File: src/rtl/io_pkg.sv
// rtl/io_pkg.sv - address map, timer control bit positions and store helpers for io_subsystem
package io_pkg;

    localparam int unsigned LEDR     = 'h000;
    localparam int unsigned LEDG     = 'h010;
    localparam int unsigned HEX_BASE = 'h020;
    localparam int unsigned LCD      = 'h040;
    localparam int unsigned SW       = 'h080;
    localparam int unsigned TCOUNT   = 'h090;
    localparam int unsigned TCMP     = 'h094;
    localparam int unsigned TCTRL    = 'h098;

    localparam int TCTRL_EN   = 0;
    localparam int TCTRL_PEND = 1;
    localparam int TCTRL_IE   = 2;
    localparam int TCTRL_CLR  = 3;

    localparam logic [6:0] HEX_BLANK = 7'h7F;

    // Expands the 4-bit byte-enable into a 32-bit bit mask.
    function automatic logic [31:0] lane_mask(input logic [3:0] bmask);
        return {{8{bmask[3]}}, {8{bmask[2]}}, {8{bmask[1]}}, {8{bmask[0]}}};
    endfunction

endpackage

File: src/rtl/io_subsystem_if.sv
// rtl/io_subsystem_if.sv - LSU load/store port into the I/O window
interface io_subsystem_if #(parameter int ADDR_W = 12);
    logic [ADDR_W-1:0] addr;
    logic [31:0]       wdata;
    logic              wren;
    logic [3:0]        bmask;
    logic              rden;
    logic [31:0]       rdata;
    logic              rvalid;

    modport master (output addr, wdata, wren, bmask, rden, input rdata, rvalid);
    modport slave  (input addr, wdata, wren, bmask, rden, output rdata, rvalid);
endinterface

File: src/rtl/sw_debounce.sv
// rtl/sw_debounce.sv - two-flop synchroniser plus stability-counter debounce for the switch bank
module sw_debounce #(
    parameter int SW_W            = 17,
    parameter int DEBOUNCE_CYCLES = 16
) (
    input  logic            clk,
    input  logic            reset,
    input  logic [SW_W-1:0] sw_raw,
    output logic [SW_W-1:0] sw_deb
);
    localparam int CNT_W = $clog2(DEBOUNCE_CYCLES + 1);
    localparam logic [CNT_W-1:0] CNT_MAX = CNT_W'(DEBOUNCE_CYCLES);
    localparam logic [CNT_W-1:0] CNT_HIT = CNT_W'(DEBOUNCE_CYCLES - 1);

    logic [SW_W-1:0]  sync_q1, sync_q2, cand, cand_n;
    logic [CNT_W-1:0] cnt, cnt_n;

    always_comb begin
        cand_n = cand;
        cnt_n  = cnt;
        if (sync_q2 != cand) begin
            cand_n = sync_q2;
            cnt_n  = '0;
        end else if (cnt != CNT_MAX) begin
            cnt_n = cnt + 1'b1;
        end
    end

    // The counter saturates, so the hit value is crossed exactly once per stable period.
    always_ff @(posedge clk) begin
        if (reset) begin
            sync_q1 <= '0;
            sync_q2 <= '0;
            cand    <= '0;
            cnt     <= '0;
            sw_deb  <= '0;
        end else begin
            sync_q1 <= sw_raw;
            sync_q2 <= sync_q1;
            cand    <= cand_n;
            cnt     <= cnt_n;
            if (cnt_n == CNT_HIT) sw_deb <= cand_n;
        end
    end
endmodule

File: src/rtl/io_subsystem.sv
// rtl/io_subsystem.sv - memory-mapped LED/HEX/LCD outputs, debounced switches and compare timer
module io_subsystem import io_pkg::*; #(
    parameter int ADDR_W          = 12,
    parameter int NUM_HEX         = 8,
    parameter int LEDR_W          = 17,
    parameter int LEDG_W          = 8,
    parameter int SW_W            = 17,
    parameter int DEBOUNCE_CYCLES = 16,
    parameter int PRESCALE        = 50
) (
    input  logic                 i_clk,
    input  logic                 i_reset,
    io_subsystem_if.slave        bus,
    output logic [LEDR_W-1:0]    o_io_ledr,
    output logic [LEDG_W-1:0]    o_io_ledg,
    output logic [7*NUM_HEX-1:0] o_io_hex,
    output logic [31:0]          o_io_lcd,
    input  logic [SW_W-1:0]      i_io_sw,
    output logic                 o_irq
);
    localparam int PSC_W = (PRESCALE > 1) ? $clog2(PRESCALE) : 1;
    localparam logic [PSC_W-1:0] PSC_LAST = PSC_W'(PRESCALE - 1);

    logic [LEDR_W-1:0] ledr;
    logic [LEDG_W-1:0] ledg;
    logic [6:0]        hex [NUM_HEX];
    logic [31:0]       lcd, tcount, tcmp, wmask, rd_mux;
    logic [PSC_W-1:0]  psc;
    logic              tc_en, tc_ie, tc_pend;
    logic [SW_W-1:0]   sw_deb;

    sw_debounce #(.SW_W(SW_W), .DEBOUNCE_CYCLES(DEBOUNCE_CYCLES)) u_sw_debounce (
        .clk    (i_clk),
        .reset  (i_reset),
        .sw_raw (i_io_sw),
        .sw_deb (sw_deb)
    );

    logic [ADDR_W-1:0] word_addr;
    logic [2:0]        hex_idx;
    logic              hex_hit;
    assign word_addr = bus.addr & ~ADDR_W'(3);
    assign hex_idx   = word_addr[4:2];
    assign hex_hit   = (word_addr >= ADDR_W'(HEX_BASE)) &&
                       (word_addr <  ADDR_W'(HEX_BASE + 4 * NUM_HEX));
    assign wmask     = lane_mask(bus.bmask);

    logic wr_ledr, wr_ledg, wr_hex, wr_lcd, wr_tcmp, wr_tctrl;
    assign wr_ledr  = bus.wren && (word_addr == ADDR_W'(LEDR));
    assign wr_ledg  = bus.wren && (word_addr == ADDR_W'(LEDG));
    assign wr_hex   = bus.wren && hex_hit && bus.bmask[0];
    assign wr_lcd   = bus.wren && (word_addr == ADDR_W'(LCD));
    assign wr_tcmp  = bus.wren && (word_addr == ADDR_W'(TCMP));
    assign wr_tctrl = bus.wren && (word_addr == ADDR_W'(TCTRL)) && bus.bmask[0];

    logic ctrl_clr, pend_clr, tick, hit_cmp;
    assign ctrl_clr = wr_tctrl && bus.wdata[TCTRL_CLR];
    assign pend_clr = wr_tctrl && bus.wdata[TCTRL_PEND];
    assign tick     = tc_en && (psc == PSC_LAST) && !ctrl_clr;
    assign hit_cmp  = tick && (tcount == tcmp);

    always_comb begin
        rd_mux = '0;
        if (hex_hit) begin
            for (int k = 0; k < NUM_HEX; k++)
                if (hex_idx == 3'(k)) rd_mux = {25'b0, hex[k]};
        end else begin
            case (word_addr)
                ADDR_W'(LEDR):   rd_mux = 32'(ledr);
                ADDR_W'(LEDG):   rd_mux = 32'(ledg);
                ADDR_W'(LCD):    rd_mux = lcd;
                ADDR_W'(SW):     rd_mux = 32'(sw_deb);
                ADDR_W'(TCOUNT): rd_mux = tcount;
                ADDR_W'(TCMP):   rd_mux = tcmp;
                ADDR_W'(TCTRL):  rd_mux = {29'b0, tc_ie, tc_pend, tc_en};
                default:         rd_mux = '0;
            endcase
        end
    end

    always_ff @(posedge i_clk) begin
        if (i_reset) begin
            ledr       <= '0;
            ledg       <= '0;
            lcd        <= '0;
            for (int k = 0; k < NUM_HEX; k++) hex[k] <= HEX_BLANK;
            tcount     <= '0;
            tcmp       <= '0;
            psc        <= '0;
            tc_en      <= 1'b0;
            tc_ie      <= 1'b0;
            tc_pend    <= 1'b0;
            bus.rdata  <= '0;
            bus.rvalid <= 1'b0;
        end else begin
            bus.rvalid <= bus.rden;
            if (bus.rden) bus.rdata <= rd_mux;

            if (wr_ledr) ledr <= (ledr & ~wmask[LEDR_W-1:0]) | (bus.wdata[LEDR_W-1:0] & wmask[LEDR_W-1:0]);
            if (wr_ledg) ledg <= (ledg & ~wmask[LEDG_W-1:0]) | (bus.wdata[LEDG_W-1:0] & wmask[LEDG_W-1:0]);
            if (wr_lcd)  lcd  <= (lcd & ~wmask) | (bus.wdata & wmask);
            if (wr_tcmp) tcmp <= (tcmp & ~wmask) | (bus.wdata & wmask);
            for (int k = 0; k < NUM_HEX; k++)
                if (wr_hex && hex_idx == 3'(k)) hex[k] <= bus.wdata[6:0];

            if (wr_tctrl) begin
                tc_en <= bus.wdata[TCTRL_EN];
                tc_ie <= bus.wdata[TCTRL_IE];
            end

            // CLR uses the enable held before this store, and it also swallows any tick.
            if (ctrl_clr) begin
                psc    <= '0;
                tcount <= '0;
            end else if (tc_en) begin
                psc <= (psc == PSC_LAST) ? '0 : psc + 1'b1;
                if (tick) tcount <= hit_cmp ? 32'd0 : tcount + 32'd1;
            end

            if (hit_cmp)       tc_pend <= 1'b1;
            else if (pend_clr) tc_pend <= 1'b0;
        end
    end

    for (genvar k = 0; k < NUM_HEX; k++) begin : g_hex
        assign o_io_hex[7*k +: 7] = hex[k];
    end

    assign o_io_ledr = ledr;
    assign o_io_ledg = ledg;
    assign o_io_lcd  = lcd;
    assign o_irq     = tc_pend & tc_ie;
endmodule
File: src/flat_wrapper.sv
// flat-port wrapper written by rule: the top's interface ports become plain ports
module io_subsystem_flat import io_pkg::*;
#(
    parameter int ADDR_W          = 12,
    parameter int NUM_HEX         = 8,
    parameter int LEDR_W          = 17,
    parameter int LEDG_W          = 8,
    parameter int SW_W            = 17,
    parameter int DEBOUNCE_CYCLES = 16,
    parameter int PRESCALE        = 50
)
  (i_clk, i_reset, o_io_ledr, o_io_ledg, o_io_hex, o_io_lcd, i_io_sw, o_irq, bus_addr, bus_wdata, bus_wren, bus_bmask, bus_rden, bus_rdata, bus_rvalid);
  io_subsystem_if #(.ADDR_W(ADDR_W)) bus_i ();
  input  logic i_clk;
  input  logic i_reset;
  output logic [LEDR_W-1:0] o_io_ledr;
  output logic [LEDG_W-1:0] o_io_ledg;
  output logic [7*NUM_HEX-1:0] o_io_hex;
  output logic [31:0] o_io_lcd;
  input  logic [SW_W-1:0] i_io_sw;
  output logic o_irq;
  input wire logic [$bits(bus_i.addr)-1:0] bus_addr;
  input wire logic [$bits(bus_i.wdata)-1:0] bus_wdata;
  input wire logic [$bits(bus_i.wren)-1:0] bus_wren;
  input wire logic [$bits(bus_i.bmask)-1:0] bus_bmask;
  input wire logic [$bits(bus_i.rden)-1:0] bus_rden;
  output wire logic [$bits(bus_i.rdata)-1:0] bus_rdata;
  output wire logic [$bits(bus_i.rvalid)-1:0] bus_rvalid;
  assign bus_i.addr = bus_addr;
  assign bus_i.wdata = bus_wdata;
  assign bus_i.wren = bus_wren;
  assign bus_i.bmask = bus_bmask;
  assign bus_i.rden = bus_rden;
  assign bus_rdata = bus_i.rdata;
  assign bus_rvalid = bus_i.rvalid;
  io_subsystem #(.ADDR_W(ADDR_W), .NUM_HEX(NUM_HEX), .LEDR_W(LEDR_W), .LEDG_W(LEDG_W), .SW_W(SW_W), .DEBOUNCE_CYCLES(DEBOUNCE_CYCLES), .PRESCALE(PRESCALE)) u_core (.i_clk(i_clk), .i_reset(i_reset), .bus(bus_i), .o_io_ledr(o_io_ledr), .o_io_ledg(o_io_ledg), .o_io_hex(o_io_hex), .o_io_lcd(o_io_lcd), .i_io_sw(i_io_sw), .o_irq(o_irq));
endmodule
File: config.mk
export PLATFORM = sky130hd
export DESIGN_NAME = io_subsystem_flat
export DESIGN_NICKNAME = d
export VERILOG_FILES = /design/src/rtl/io_pkg.sv /design/src/rtl/io_subsystem_if.sv /design/src/rtl/sw_debounce.sv /design/src/rtl/io_subsystem.sv /design/src/flat_wrapper.sv
export SDC_FILE = /design/constraint.sdc
export NUM_CORES = 1
export LEC_CHECK = 0
export CAP_MARGIN = 20
export CORE_ASPECT_RATIO = 0.7
export CORE_MARGIN = 4
export CORE_UTILIZATION = 57
export DETAILED_ROUTE_END_ITERATION = 8
export GPL_TIMING_DRIVEN = 0
export PLACE_DENSITY_LB_ADDON = 0.15
export SLEW_MARGIN = 30
export SYNTH_ARGS = -nofsm -noshare
export SYNTH_HDL_FRONTEND = slang
export SYNTH_SLANG_ARGS = --single-unit
File: constraint.sdc
create_clock -name i_clk -period 7.2 [get_ports i_clk]
set_clock_uncertainty 0.1 [all_clocks]
set_input_delay 1.44 -clock i_clk [delete_from_list [all_inputs] [get_ports i_clk]]
set_output_delay 1.44 -clock i_clk [all_outputs]
set_load 0.1 [all_outputs]
Word level (Yosys, flattened, before mapping)

Memory sizes are Yosys's and may differ from the RTL's.
Cells that the tools add are included.

Register bits: 236
Memory bits (writable): 56
Input bits: 69
Output and inout port bits: 147
Word-level logic and storage cells: 142
Memories: 1

Memory list:

| memory     | depth | bits a word | read ports | clocked after memory_dff | wr ports | line               | RTL |
|---|---|---|---|---|---|---|---|
| u_core.hex | 8     | 7           | 8          | 0                        | 8        | io_subsystem.sv:26 | `logic [6:0] hex [NUM_HEX];` |

Add/subtract/negate cells: 3
Magnitude comparators: 2
Eq/ne operators: 18
Multiplexer cells: 51
Bitwise operators: 23
Reduce and logical (&&, ||, !) cells: 28

Operators by type and width:

| operator                                             | number |
|---|---|
| one-hot mux 32 bit (7 select lines)                  | 1 |
| 2-to-1 mux 7 bit                                     | 16 |
| bitwise AND 32 bit                                   | 3 |
| 2-to-1 mux 32 bit                                    | 2 |
| bitwise OR 32 bit                                    | 2 |
| == test 10 x 6 -> 1 bit, second input constant       | 4 |
| bitwise AND 17 bit                                   | 2 |
| adder 32 x 1 -> 32 bit, second input constant        | 1 |
| == test 32 bit                                       | 1 |
| inverter 32 bit                                      | 1 |
| 2-to-1 mux 1 bit                                     | 28 |
| logical AND 1 bit                                    | 22 |
| 2-to-1 mux 17 bit                                    | 1 |
| inequality test 17 bit                               | 1 |
| inverter 17 bit                                      | 1 |
| bitwise OR 17 bit                                    | 1 |
| bitwise AND 8 bit                                    | 2 |
| == test 3 bit, second input constant                 | 4 |
| >= comparator 12 x 6 -> 1 bit, second input constant | 1 |
| logical NOT 12 bit                                   | 1 |
| < comparator 12 x 7 -> 1 bit, second input constant  | 1 |
| == test 10 x 3 -> 1 bit, second input constant       | 1 |
| == test 10 x 5 -> 1 bit, second input constant       | 1 |
| 2-to-1 mux 5 bit                                     | 2 |
| 17 further kinds                                     | 25 |

Logic depth before layout (Yosys ltp)

Word-level depth: 10
Depth in mapped cells: 10

Cells and area by module

A second synthesis with hierarchy kept.

Cell total of the unflattened synthesis: 1,318
Area, all modules: 12,892.4 µm²

By module, submodules not included:

| module       | instances | cells each | area each (µm²) | seq. area each (µm²) |
|---|---|---|---|---|
| io_subsystem | 1         | 1,099      | 10,362.4        | 4,944.7 |
| sw_debounce  | 1         | 219        | 2,529.9         | 1,461.4 |

Worst setup path after synthesis

OpenSTA, ideal clock, no wires.

Path kind: input-to-reg
Start point: in bus_addr[2]
End point: mem u_core.hex[1][3] (netlist: u_core.hex[0][10]) (enable)
Arrival: 3.143 ns
Setup slack: 3.650 ns
Stages: 5
Path buffers: 2
Path through: buf_1 -> clkbuf_1 -> inv_1 -> nor3_1 -> or2_2

RTL lines:

| element     | line               | RTL |
|---|---|---|
| from (decl) | flat_wrapper.sv:22 | `input wire logic [$bits(bus_i.addr)-1:0] bus_addr;` |
| to (decl)   | io_subsystem.sv:26 |  |

==> impl_metrics.ini <==
[cells_and_area]
multiInputGateArea_mm2 = 0.00583
fill_cells = 1650
layout-drive-gt1-share_pct = 6.43
register_area_mm2 = 0.00641
layout_commonest_cell = dfxtp_1
area_growth_pct = 26.4
nNetsFinal = 1595
antenna_cells = 0
layout_common_cells = dfxtp_1, clkdlybuf4s50_1, nand2_1

[yosys]
synthSimpleGateAreaFrac_pct = 20.1
seq_area_frac_synth_pct = 50.6
synth_edf_count = 56
synth_ff_type = dfxtp_1
yosys_warnings = 0
ys_async_sr_fraction_pct = 0
synth_adder_area_share_pct = 0.573
synth.distinct_cells = 67
avgSynthCellArea_um2 = 9.88
synth_top_cell_by_area = dfxtp_1
yosysTopAreaCellShare_pct = 37.3
synthTopCellsByArea = dfxtp_1, edfxtp_1, mux2i_1
syn_area_mm2 = 0.0127
synthMuxAreaShare_pct = 8.69
synth_cells = 1281
synth-seq-cells = 292
synth_compound_area_share_pct = 11.7
synth_top_family_by_area = simple AND/OR/NAND/NOR gates
synth_xor_xnor_area_share_pct = 4.98
syn-num-nets = 1355

[cts]
clk_pin_slew_ps = 60
cts_root_buf = clkbuf_16
hold_buffers = 0
insertion_delay_ps = 540
htreeDepth = 1
cts_setup_buffers = 0
cts_buffers = 27
clk_path_buf_depth = 3
cts_resized = 0
cts_sinks = 292
cts_tree = built

[timing]
clock.fmax_ghz = 0.225
fin_setup_tns_ps = 0
grt_setup_unrepaired = false
final.min_clock_period_ps = 4450
setup_viol = 0
finalCritPeriodShare_pct = 61.8
whs_ps = 334
tightest_slew_ps = 1000
slew_headroom_pct = 32.9
hold_viol = 0
drv_slew = 0

[route]
wl_per_cell_um = 22.1
antenna_left = 0
drtIter0Drc = 1589
avgViaCountPerCell = 6.23
dr.pass1.iters = 7
drt-total-wl_mm = 40.3
vias = 11400
drc = 0

[global_route]
grt_pass1_wl_mm = 60.6
met1_usage_pct = 47.8
grt_pass1_vias = 10500
track_usage_pct = 31.3
grt_max_degree = 16
grt.overflow.total = 0
use_met3_pct = 9.18
antenna_found_initial = 0
gr-max-usage-layer = met1
met2_usage_pct = 43.8

[power_and_ir_drop]
p_switching_mw = 0.892
seq_power_share_pct = 48.4
p_clk_share_pct = 41.3
p_sw_share_pct = 25.2
power_density_mw_per_mm2 = 221
ir_worst_vdd_v = 0.000178
internal_power_mw = 2.65
p_leak_nw = 5.87
combinationalPowerShare_pct = 10.3

[job]
timing.max_cap.violations = 0

[floorplan]
chipWidth_um = 186
dieHeight_um = 133
fp.dieArea_mm2 = 0.0247
fp-row-count = 45
core_mm2 = 0.0217
io_pins = 216
start_util_pct = 58.2

[critical_path]
cp-end-kind = flop
cp_top_family = simple AND/OR/NAND/NOR gates
cp_slowest_stage_delay_ps = 760
required_ps = 7500
start_kind = primary input
crit_arrival_ps = 4740
crit_fanout = 10
cp_slowest_cell = nor4b_4
path_cells = clkdlybuf4s50_1, clkbuf_1, or4_1, nor4b_4, clkbuf_1, nand2_1, nand2_1, a21oi_1
cp_num_buf_inv = 3
crit_type = primary input to flop

[worst_hold_path]
min-delay-path-class = flop to flop

[place]
dp_hpwl_mm = 30.5
io_buffers = 211
gp_congestion = 0.998

[status]
status = completed
[worst reg2reg max path: stages, from the launching register on]
cell	delay [ps]
dfxtp_1	310
clkbuf_1	350
xor2_1	140
nor4_1	490
nand4_1	210
nor4_1	620
clkbuf_1	510
nor3_1	120
[worst paths after layout]
path / slack [ps] / cells past startpoint / startpoint / endpoint
hold reg to reg: 330 / 1 / u_core.u_sw_debounce.sync_q1[3] / u_core.u_sw_debounce.sync_q2[3]
setup / recovery: 2750 / 8 / bus_addr[5] / flop
hold / removal: 330 / 1 / u_core.u_sw_debounce.sync_q1[3] / u_core.u_sw_debounce.sync_q2[3]
setup reg to reg: 4210 / 7 / u_core.tcount[24] / u_core.tcount[10]
[metal layers]
layer	up-vias	share of wire, %
li1	5126	-
met1	5435	43
met2	710	41
met3	81	14
met4	0	2.3
met5	-	0
[cells in the mapped netlist (9+ instances only)]
cell type	n
a22o_1	28
nand2_1	131
inv_1	16
edfxtp_1	56
nor2b_1	56
buf_2	13
nand3_1	37
a211oi_1	23
mux2i_1	84
a21oi_1	44
or4_1	11
and3_1	9
o21ai_0	16
or3_1	12
nor2_1	104
nor4_1	19
clkbuf_1	69
a222oi_1	15
a221oi_1	13
xor2_1	58
o21ai_1	43
nand4_1	35
dfxtp_1	236
nor3_1	22
xnor2_1	14
[power by group through the flow]
stage	Sequential [mW]	Clock [mW]	Combinational, mW
after floorplan	1.88	0	0.0957
after global placement	1.75	0	0.356
after detailed placement	1.75	0	0.360
after CTS	1.71	1.46	0.362
after global routing	1.72	1.53	0.380
final	1.71	1.46	0.366
[stage by stage]
step	std cells	cell area, um2	util [%]	power [mW]	setup slack [ps]
after floorplan	1281	12700	-	1.98	3650
after global placement	1774	15100	69.6	2.11	2270
after detailed placement	1774	15100	69.5	2.11	2210
after CTS	1822	16000	73.7	3.54	2690
after global routing	1822	16000	73.7	3.62	2700
final	1822	16000	73.7	3.54	2750
[logic make-up (layout without fill, tap and decap cells)]
| logic type | count (synthesis) | after routing |
|---|---|---|
| buf+inv | 106 | 365 |
| fa+ha+maj | 6 | 6 |
| flops | 292 | 292 |
| mux | 99 | 99 |
| xor+xnor | 72 | 72 |
| simple gates | 489 | 489 |
| compound gates | 217 | 217 |
[layout make-up]
cell class              count  share of cell area [%]
multi-input cells         883                    36.4
inverters                  16                   0.375
plain buffers              90                    2.31
repair buffers            211                    13.0
well taps                 282                    2.20
clock buffers              39                    4.88
clock inverters             9                   0.727
flip-flops and latches    292                    40.0
Power figures use the tool's default switching activity.
